--- config.mk ---
export PLATFORM = sky130hd
export DESIGN_NAME = sdram_dl_writer
export DESIGN_NICKNAME = d
export VERILOG_FILES = /design/src/rtl/sdram_dl_writer.sv
export SDC_FILE = /design/constraint.sdc
export NUM_CORES = 1
export LEC_CHECK = 0
export BUFFER_PORTS_ARGS = -buffer_cell sky130_fd_sc_hd__buf_4
export CORE_MARGIN = 1
export CORE_UTILIZATION = 30
export CTS_CLUSTER_DIAMETER = 40
export CTS_CLUSTER_SIZE = 12
export DETAILED_ROUTE_END_ITERATION = 10
export MAX_ROUTING_LAYER = met4
export SYNTH_ARGS = -nofsm -noshare
export SYNTH_HDL_FRONTEND = slang
export SYNTH_SLANG_ARGS = --single-unit
--- constraint.sdc ---
create_clock -name clk -period 2.7 [get_ports clk]
set_clock_uncertainty 0.15 [all_clocks]
set_input_delay 0.54 -clock clk [delete_from_list [all_inputs] [get_ports clk]]
set_output_delay 0.54 -clock clk [all_outputs]
set_load 0.005 [all_outputs]
--- src/rtl/sdram_dl_writer.sv ---
// Packs a byte-wide download stream into 16-bit SDRAM writes through a small
// FIFO and drives a toggle req/ack port. Pulses done once the download is flushed.
module sdram_dl_writer #(
  parameter int unsigned FIFO_DEPTH = 4,
  parameter logic [22:0] ADDR_BASE  = 23'h0
) (
  input  logic        clk,
  input  logic        init_n,
  input  logic        ioctl_downl,
  input  logic        ioctl_wr,
  input  logic [23:0] ioctl_addr,
  input  logic [7:0]  ioctl_dout,
  output logic        ioctl_wait,
  output logic        port_req,
  input  logic        port_ack,
  output logic        port_we,
  output logic [22:0] port_a,
  output logic [1:0]  port_ds,
  output logic [15:0] port_d,
  output logic        done,
  output logic        overflow
);

  localparam int unsigned PTRW = $clog2(FIFO_DEPTH);
  localparam int unsigned CNTW = PTRW + 1;
  localparam logic [CNTW-1:0] DEPTH_C = CNTW'(FIFO_DEPTH);

  typedef enum logic [1:0] {DL_IDLE, DL_ACTIVE, DL_FLUSH, DL_DONE} dl_state_t;
  typedef enum logic {RQ_IDLE, RQ_BUSY} rq_state_t;

  typedef struct packed {
    logic [22:0] addr;
    logic [1:0]  ds;
    logic [15:0] data;
  } entry_t;

  dl_state_t dl_state_q, dl_state_d;
  rq_state_t rq_state_q, rq_state_d;

  entry_t            mem_q [FIFO_DEPTH];
  logic [PTRW-1:0]   wr_ptr_q, wr_ptr_d;
  logic [PTRW-1:0]   rd_ptr_q, rd_ptr_d;
  logic [CNTW-1:0]   count_q, count_d;

  logic              pw_valid_q, pw_valid_d;
  entry_t            pw_q, pw_d;

  logic              port_req_q, port_req_d;
  logic              port_we_q, port_we_d;
  entry_t            port_q, port_d_ent;
  logic              overflow_q, overflow_d;

  logic [22:0]       wr_addr;
  logic [1:0]        byte_ds;
  entry_t            fresh, merged, enq_entry;
  logic              fifo_full, fifo_empty, pop, can_enq, issue, enq, drop, accept_wr;
  logic [CNTW-1:0]   free_cnt;

  assign wr_addr    = ioctl_addr[23:1] + ADDR_BASE;
  assign byte_ds    = ioctl_addr[0] ? 2'b10 : 2'b01;
  assign fifo_full  = (count_q == DEPTH_C);
  assign fifo_empty = (count_q == '0);
  assign free_cnt   = DEPTH_C - count_q;
  assign pop        = (rq_state_q == RQ_BUSY) && (port_ack == port_req_q);
  // A pop in the same cycle frees the slot, so a full FIFO can still accept.
  assign can_enq    = !fifo_full || pop;
  assign issue      = (rq_state_q == RQ_IDLE) && !fifo_empty && (port_req_q == port_ack);
  assign accept_wr  = (dl_state_q == DL_ACTIVE) && ioctl_wr;

  always_comb begin
    fresh.addr = wr_addr;
    fresh.ds   = byte_ds;
    fresh.data = ioctl_addr[0] ? {ioctl_dout, 8'h00} : {8'h00, ioctl_dout};
    merged     = pw_q;
    merged.ds  = pw_q.ds | byte_ds;
    if (ioctl_addr[0]) merged.data[15:8] = ioctl_dout;
    else               merged.data[7:0]  = ioctl_dout;
  end

  // Partial-word merge, eviction and flush; the PW is untouched when a byte is dropped.
  always_comb begin
    enq        = 1'b0;
    drop       = 1'b0;
    enq_entry  = pw_q;
    pw_valid_d = pw_valid_q;
    pw_d       = pw_q;
    if (accept_wr) begin
      if (pw_valid_q && (pw_q.addr == wr_addr)) begin
        if (merged.ds == 2'b11) begin
          if (can_enq) begin
            enq        = 1'b1;
            enq_entry  = merged;
            pw_valid_d = 1'b0;
          end else begin
            drop = 1'b1;
          end
        end else begin
          pw_d = merged;
        end
      end else if (pw_valid_q) begin
        if (can_enq) begin
          enq       = 1'b1;
          enq_entry = pw_q;
          pw_d      = fresh;
        end else begin
          drop = 1'b1;
        end
      end else begin
        pw_valid_d = 1'b1;
        pw_d       = fresh;
      end
    end else if ((dl_state_q == DL_FLUSH) && pw_valid_q && can_enq) begin
      enq        = 1'b1;
      enq_entry  = pw_q;
      pw_valid_d = 1'b0;
    end
  end

  always_comb begin
    wr_ptr_d   = wr_ptr_q;
    rd_ptr_d   = rd_ptr_q;
    count_d    = count_q;
    overflow_d = overflow_q | drop;
    if (enq) wr_ptr_d = wr_ptr_q + 1'b1;
    if (pop) rd_ptr_d = rd_ptr_q + 1'b1;
    case ({enq, pop})
      2'b10:   count_d = count_q + 1'b1;
      2'b01:   count_d = count_q - 1'b1;
      default: count_d = count_q;
    endcase
  end

  always_comb begin
    rq_state_d = rq_state_q;
    port_req_d = port_req_q;
    port_we_d  = 1'b0;
    port_d_ent = port_q;
    case (rq_state_q)
      RQ_IDLE: begin
        if (issue) begin
          rq_state_d = RQ_BUSY;
          port_req_d = ~port_req_q;
          port_we_d  = 1'b1;
          port_d_ent = mem_q[rd_ptr_q];
        end
      end
      RQ_BUSY: begin
        if (pop) rq_state_d = RQ_IDLE;
      end
      default: rq_state_d = RQ_IDLE;
    endcase
  end

  always_comb begin
    dl_state_d = dl_state_q;
    case (dl_state_q)
      DL_IDLE:   if (ioctl_downl)  dl_state_d = DL_ACTIVE;
      DL_ACTIVE: if (!ioctl_downl) dl_state_d = DL_FLUSH;
      DL_FLUSH:  if (!pw_valid_q && fifo_empty && (rq_state_q == RQ_IDLE)) dl_state_d = DL_DONE;
      DL_DONE:   dl_state_d = DL_IDLE;
      default:   dl_state_d = DL_IDLE;
    endcase
  end

  always_ff @(posedge clk or negedge init_n) begin
    if (!init_n) begin
      dl_state_q <= DL_IDLE;
      rq_state_q <= RQ_IDLE;
      wr_ptr_q   <= '0;
      rd_ptr_q   <= '0;
      count_q    <= '0;
      pw_valid_q <= 1'b0;
      pw_q       <= '0;
      port_req_q <= 1'b0;
      port_we_q  <= 1'b0;
      port_q     <= '0;
      overflow_q <= 1'b0;
      for (int unsigned i = 0; i < FIFO_DEPTH; i++) mem_q[i] <= '0;
    end else begin
      dl_state_q <= dl_state_d;
      rq_state_q <= rq_state_d;
      wr_ptr_q   <= wr_ptr_d;
      rd_ptr_q   <= rd_ptr_d;
      count_q    <= count_d;
      pw_valid_q <= pw_valid_d;
      pw_q       <= pw_d;
      port_req_q <= port_req_d;
      port_we_q  <= port_we_d;
      port_q     <= port_d_ent;
      overflow_q <= overflow_d;
      if (enq) mem_q[wr_ptr_q] <= enq_entry;
    end
  end

  assign ioctl_wait = (free_cnt <= CNTW'(2)) || (dl_state_q == DL_FLUSH) || (dl_state_q == DL_DONE);
  assign port_req   = port_req_q;
  assign port_we    = port_we_q;
  assign port_a     = port_q.addr;
  assign port_ds    = port_q.ds;
  assign port_d     = port_q.data;
  assign done       = (dl_state_q == DL_DONE);
  assign overflow   = overflow_q;

endmodule

# ---- Yosys cells after proc, flatten, opt, wreduce, memory -nomap -nowiden
# Cells that the tools add are included.
dict set report word_totals {
  register_bits 260
  inputBits 37
  out_inout_bits 46
  word_cells 129
}
dict set report classes {
  n_addsub 5
  n_lt_le_gt_ge 4
  n_eq_ne 18
  muxes 43
  n_bitwise 7
  n_reduce_logical 25
}
# op count
set ops {}
lappend ops {{$mux 41} 6}
lappend ops {{$bwmux 164} 1}
lappend ops {{$mux 18} 5}
lappend ops {{$bmux 41 s2} 1}
lappend ops {{$demux 41 s2} 1}
lappend ops {{$eq 23x23->1} 1}
lappend ops {{$mux 1} 19}
lappend ops {{$mux 16} 1}
lappend ops {{$mux 8} 2}
lappend ops {{$reduce_and 3->1} 4}
lappend ops {{$logic_and 1x1->1} 10}
lappend ops {{$eq 2x2->1 const B} 4}
lappend ops {{$mux 2} 4}
lappend ops {{$ne 2x2->1 const B} 4}
lappend ops {{$pmux 2 s4} 1}
lappend ops {{$ge 3x3->1 const B} 2}
lappend ops {{$not 2->3} 2}
lappend ops {{$pmux 3 s2} 1}
lappend ops {{$add 2x1->2 const B} 2}
lappend ops {{$eq 2x1->1 const B} 2}
lappend ops {{$reduce_bool 2->1} 2}
lappend ops {{$add 3x1->3 const B} 1}
lappend ops {{$eq 3x3->1 const B} 1}
lappend ops {{$le 3x2->1 const B} 1}
lappend ops {{other kinds (17)} 24}

# ---- Logic depth before layout (Yosys ltp)
dict set report logic_depth {
  depth_word 9
  ltp_mapped 13
  ltp_nobuf 13
}

# ---- Least setup slack after synthesis
# OpenSTA, ideal clock, no wires.
dict set report synth_timing {
  path_kind {in2reg}
  startpoint {input port ioctl_addr[21]}
  endpoint {register count_q[2]}
  setup_ps 80
  t_arrival_ps 2608
  t_required_ps 2470
  path_slack_ps -138
  stages 11
  cell_sequence {xnor2_1 nand4_1 nor4_4 a31oi_4 inv_1 ha_1 inv_1 fa_1 xor2_1 nor2_1 xnor2_1}
}
dict set report synth_between {
  elab_chain_cells 6
}
# element line_no
set synth_lines {}
lappend synth_lines {{start, declared} 11} ;# input logic [23:0] ioctl_addr,
lappend synth_lines {{$eq 23x23->1 (*)} 88} ;# if (pw_valid_q && (pw_q.addr == wr_addr)) begin
lappend synth_lines {{$logic_and 1x1->1 (*)} 88}
lappend synth_lines {{$mux 1 (*)} 88}
lappend synth_lines {{$mux 1 (*)} 87} ;# if (accept_wr) begin
lappend synth_lines {{$eq 2x1->1 / $eq 2x2->1 (equally long branches)} 126} ;# case ({enq, pop})
lappend synth_lines {{$pmux 3 s2 / $reduce_bool 2->1 (equally long branches)} n/a}
lappend synth_lines {{end signal, assigned} 184} ;# count_q <= count_d;
lappend synth_lines {{end, declared} 43} ;# logic [CNTW-1:0] count_q, count_d;
# Every way passes the cells marked *; elsewhere a longest branch is shown, timed or not.
# A chain may end at the register's enable or synchronous reset.

# ---- Final worst setup path
dict set report layout_timing {
  startpoint {register pw_q, in the netlist merged[31]}
  endpoint {register count_q[2]}
}
dict set report layout_between {
  elab_chain_cells 6
}
# element line_no
set layout_lines {}
lappend layout_lines {{start, declared} 46} ;# entry_t pw_q, pw_d;
lappend layout_lines {{start signal, assigned} 186} ;# pw_q <= pw_d;
lappend layout_lines {{$eq 23x23->1 (*)} 88}
lappend layout_lines {{$logic_and 1x1->1 (*)} 88}
lappend layout_lines {{$mux 1 (*)} 88}
lappend layout_lines {{$mux 1 (*)} 87}
lappend layout_lines {{$eq 2x1->1 / $eq 2x2->1 (equally long branches)} 126}
lappend layout_lines {{$pmux 3 s2 / $reduce_bool 2->1 (equally long branches)} n/a}
# Marks and branches as above.

==> flow_metrics.tcl <==
set metrics [dict create \
    static-leakage-power_uw 0.00681 \
    timing.max_cap.violations 0 \
    total_via_count_after_detailed_routing 6536 \
    cts_made_buffers 40 \
    globalplace.congestion 0.762 \
    outcome "completed" \
    tns_ns 0 \
    pins_over_slew_limit 0 \
    die_width_um 199 \
    final_stage_net_count 911 \
    via_per_inst 4.67 \
    area.growth.synth_to_final_pct 27.1 \
    dominantRegCellSynth "dfrtp_1" \
    report.final.hold_viol_count 0 \
    hold-worst-slack_ns 0.0847 \
    synth.lib_cells_used.distinct 44 \
    vdd_drop_max_mv 0.536 \
    port_buffers 82 \
    period_minus_slack_ns 2.56 \
    critPathArrivalTime_ns 2.84 \
    yosys_register_bits 260 \
    layout_worst_path_cycle_share 0.947 \
    post-layout-total-power_uw 18200 \
    ys_async_sr_fraction 1.00 \
    rsz0062_at_grt "true" \
    drcViolationCount 0 \
    synth_seq_area_share 0.561 \
    max_slew.worst_pin.slew_ns 0.500 \
    cts.clk_slew.worst_paths_ns 0.05 \
    critical-path-max-stage-delay_ns 0.38 \
    crit_start "merged[31]" \
    yosys.area.top_type "dfrtp_1" \
    timing.critical_path.mode_cell "xnor2_1" \
    grt_start_max_net_pins 60 \
    violation_count_after_the_first_detailed_route_iteration 209 \
    reg2reg_launch_point "merged[31]" \
    post_synth.cell_area_avg_um2 16.1 \
    hpwl_mm 16.7 \
    die-height_um 199 \
    synth.area.top_cells "dfrtp_1, mux2_2, mux4_2" \
    cp-start-kind "flop" \
    drive_above_1_share 0.568 \
    initial_core_util 0.306 \
    core_um2 37800 \
    ys.warnings.count 0 \
    wl_per_cell_um 18.2 \
    number_of_antenna_violations_at_the_first_check_in_global_routing 0 \
    floorplan.io_pins 83 \
    timing.hold.worst.class "in -> reg" \
    grt_use_total 0.140 \
    synth.cell_area_um2 11600 \
    cellPowerDensity_nw_per_um2 1240 \
    cts_num_sinks 260 \
    globalRoute.totalOverflow 0 \
    slowest_stage_cell_on_the_critical_path "dfrtp_1" \
    die-area_um2 39400 \
    crit_fanout 3 \
    drt_first_pass_iters 4 \
    worstSetupEndpointType "flop" \
    grt_pass1_wl_mm 41.2 \
    source_of_the_worst_hold_timing_path "port_ack" \
    postRouteAntennaNets 0 \
    route.final.wire_length_mm 25.5 \
    post_synth_edffs 0 \
    cts-root-buf "clkbuf_16" \
    finalSetupViolations 0 \
    timing.max_slew.rel_slack 0.667 \
    crit_chain "xnor2_1 -> nand4_1 -> nor4_4 -> buf_4 -> a31oi_4 -> inv_1 -> ha_2 -> inv_2 -> fa_2 -> xor2_1 -> nor2_1 -> xnor2_1" \
    worst-endpoint-required_ns 2.99 \
    rows 71 \
    post_synth_inst_count 720 \
    ctsHtreeMaxLevel 2 \
    netlist.area_leader.share 0.561 \
    grt_pass1_vias 6991 \
    clock_tree.buffer_depth 3 \
    worst_skew_pair.late_latency_ns 0.51 \
    postSynthNetCount 771 \
    timing.setup.critical_path_class "reg -> reg" \
    top_achievable_clock_speed_ghz 0.391 \
    tritoncts "built" \
]
per-layer routing:
layer  global-route usage  routed length, um  share of wire
met5                    -                  0              0
met4               0.0330                409          0.016
met3               0.0320               1110          0.043
met2                0.220              12300           0.48
met1                0.184              11700           0.46
final cells by class:
class	count	area [um2]
Antenna cell	1	2.50
Inverter	13	48.8
Multi-Input combinational cell	410	4810
Sequential cell	260	6510
Tap cell	511	639
Clock buffer	49	1110
Clock inverter	22	389
Timing Repair Buffer	135	1220
Fill cell	3566	23100
timing repair:
item	4_1_cts	5_1_grt
resized for setup	0	12
endpoints found under the hold margin	48	0
buffers inserted	0	1
setup endpoints to repair	0	120
hold buffers	1	0
synthesized netlist by cell type (all sizes together) (2+ instances only):
master     n
dfrtp    260
mux2     245
mux4      41
xnor2     27
buf       25
a32o      16
ha        13
inv       13
nand2     13
clkbuf    12
nor2       8
nand4      7
o21ai      6
and2       4
a31oi      3
o2bb2ai    3
xor2       3
a211oi     2
a31o       2
nor2b      2
o211ai     2
power breakdown:
| group | switching [uW] | internal [uW] | leakage, uW | total (uW) |
|---|---|---|---|---|
| clock | 1840 | 3870 | 0.000726 | 5710 |
| combinational | 2390 | 3540 | 0.00275 | 5930 |
| sequential | 1030 | 5550 | 0.00333 | 6590 |
| total | 5260 | 13000 | 0.00681 | 18200 |
placed cells by master (no fill, tap or decap), drive strengths merged, types with 2 or more instances in the layout:
cell / n
nor2b: 2
nand4: 7
mux4: 41
mux2: 245
nor2: 8
clkinvlp: 3
xnor2: 27
bufinv: 10
a31oi: 3
clkbuf: 49
o21ai: 6
a31o: 2
o211ai: 2
xor2: 3
buf: 134
and2: 4
a32o: 16
o2bb2ai: 3
ha: 13
clkinv: 6
a211oi: 2
dfrtp: 260
inv: 16
nand2: 13
critical path: cells and delay by family (launching register included):
kind / cells / cell delay [ns]
AOI/OAI and AO/OA: 1 / 0.09
xor gates and xnor gates: 3 / 0.50
adders and majority gates: 2 / 0.49
buffers and inverters: 3 / 0.27
DFF: 1 / 0.38
and+or+nand+nor: 3 / 0.60
state kept, by name (all words and copies together) (netlist names), 2 cells and up:
| register | flops |
|---|---|
| count_q | 3 |
| dl_state_q | 2 |
| mem_q | 164 |
| merged | 23 |
| port_a | 23 |
| port_d | 16 |
| port_ds | 2 |
| pw_q | 18 |
| rd_ptr_q | 2 |
| wr_ptr_q | 2 |
cells by family (layout without fill, tap and decap cells):
family / Yosys count / in the layout / synth area share
other cells: 0 / 1 / 0
compound gates: 38 / 38 / 0.0289
buf+inv: 50 / 219 / 0.0292
mux: 287 / 287 / 0.319
simple gates: 41 / 41 / 0.0230
xor+xnor: 30 / 30 / 0.0227
flops: 260 / 260 / 0.561
fa+ha+maj: 14 / 14 / 0.0158
stage by stage:
| step | utilization | instances | instance area (um2) | setup WS [ns] |
|---|---|---|---|---|
| finish | 0.389 | 1401 | 14700 | 0.142 |
| global placement | 0.348 | 1327 | 13200 | -0.274 |
| global route | 0.389 | 1400 | 14700 | -0.0621 |
| floorplan | - | 720 | 11600 | -0.100 |
| CTS | 0.387 | 1399 | 14700 | 0.00572 |
| detailed placement | 0.348 | 1327 | 13200 | -0.280 |
worst paths after layout:
| kind | end | slack [ns] | depth (start not counted) |
|---|---|---|---|
| worst max-delay path | count_q[2] | 0.14 | 12 |
| worst min-delay path | port_req | 0.08 | 2 |
| worst max register to register | count_q[2] | 0.14 | 12 |
| worst min register to register | count_q[0] | 0.32 | 1 |
| max in group asynchronous | merged[34] | 1.24 | 3 |
| min in group asynchronous | port_a[5] | 0.38 | 2 |
(Power assumes the default switching activity.)
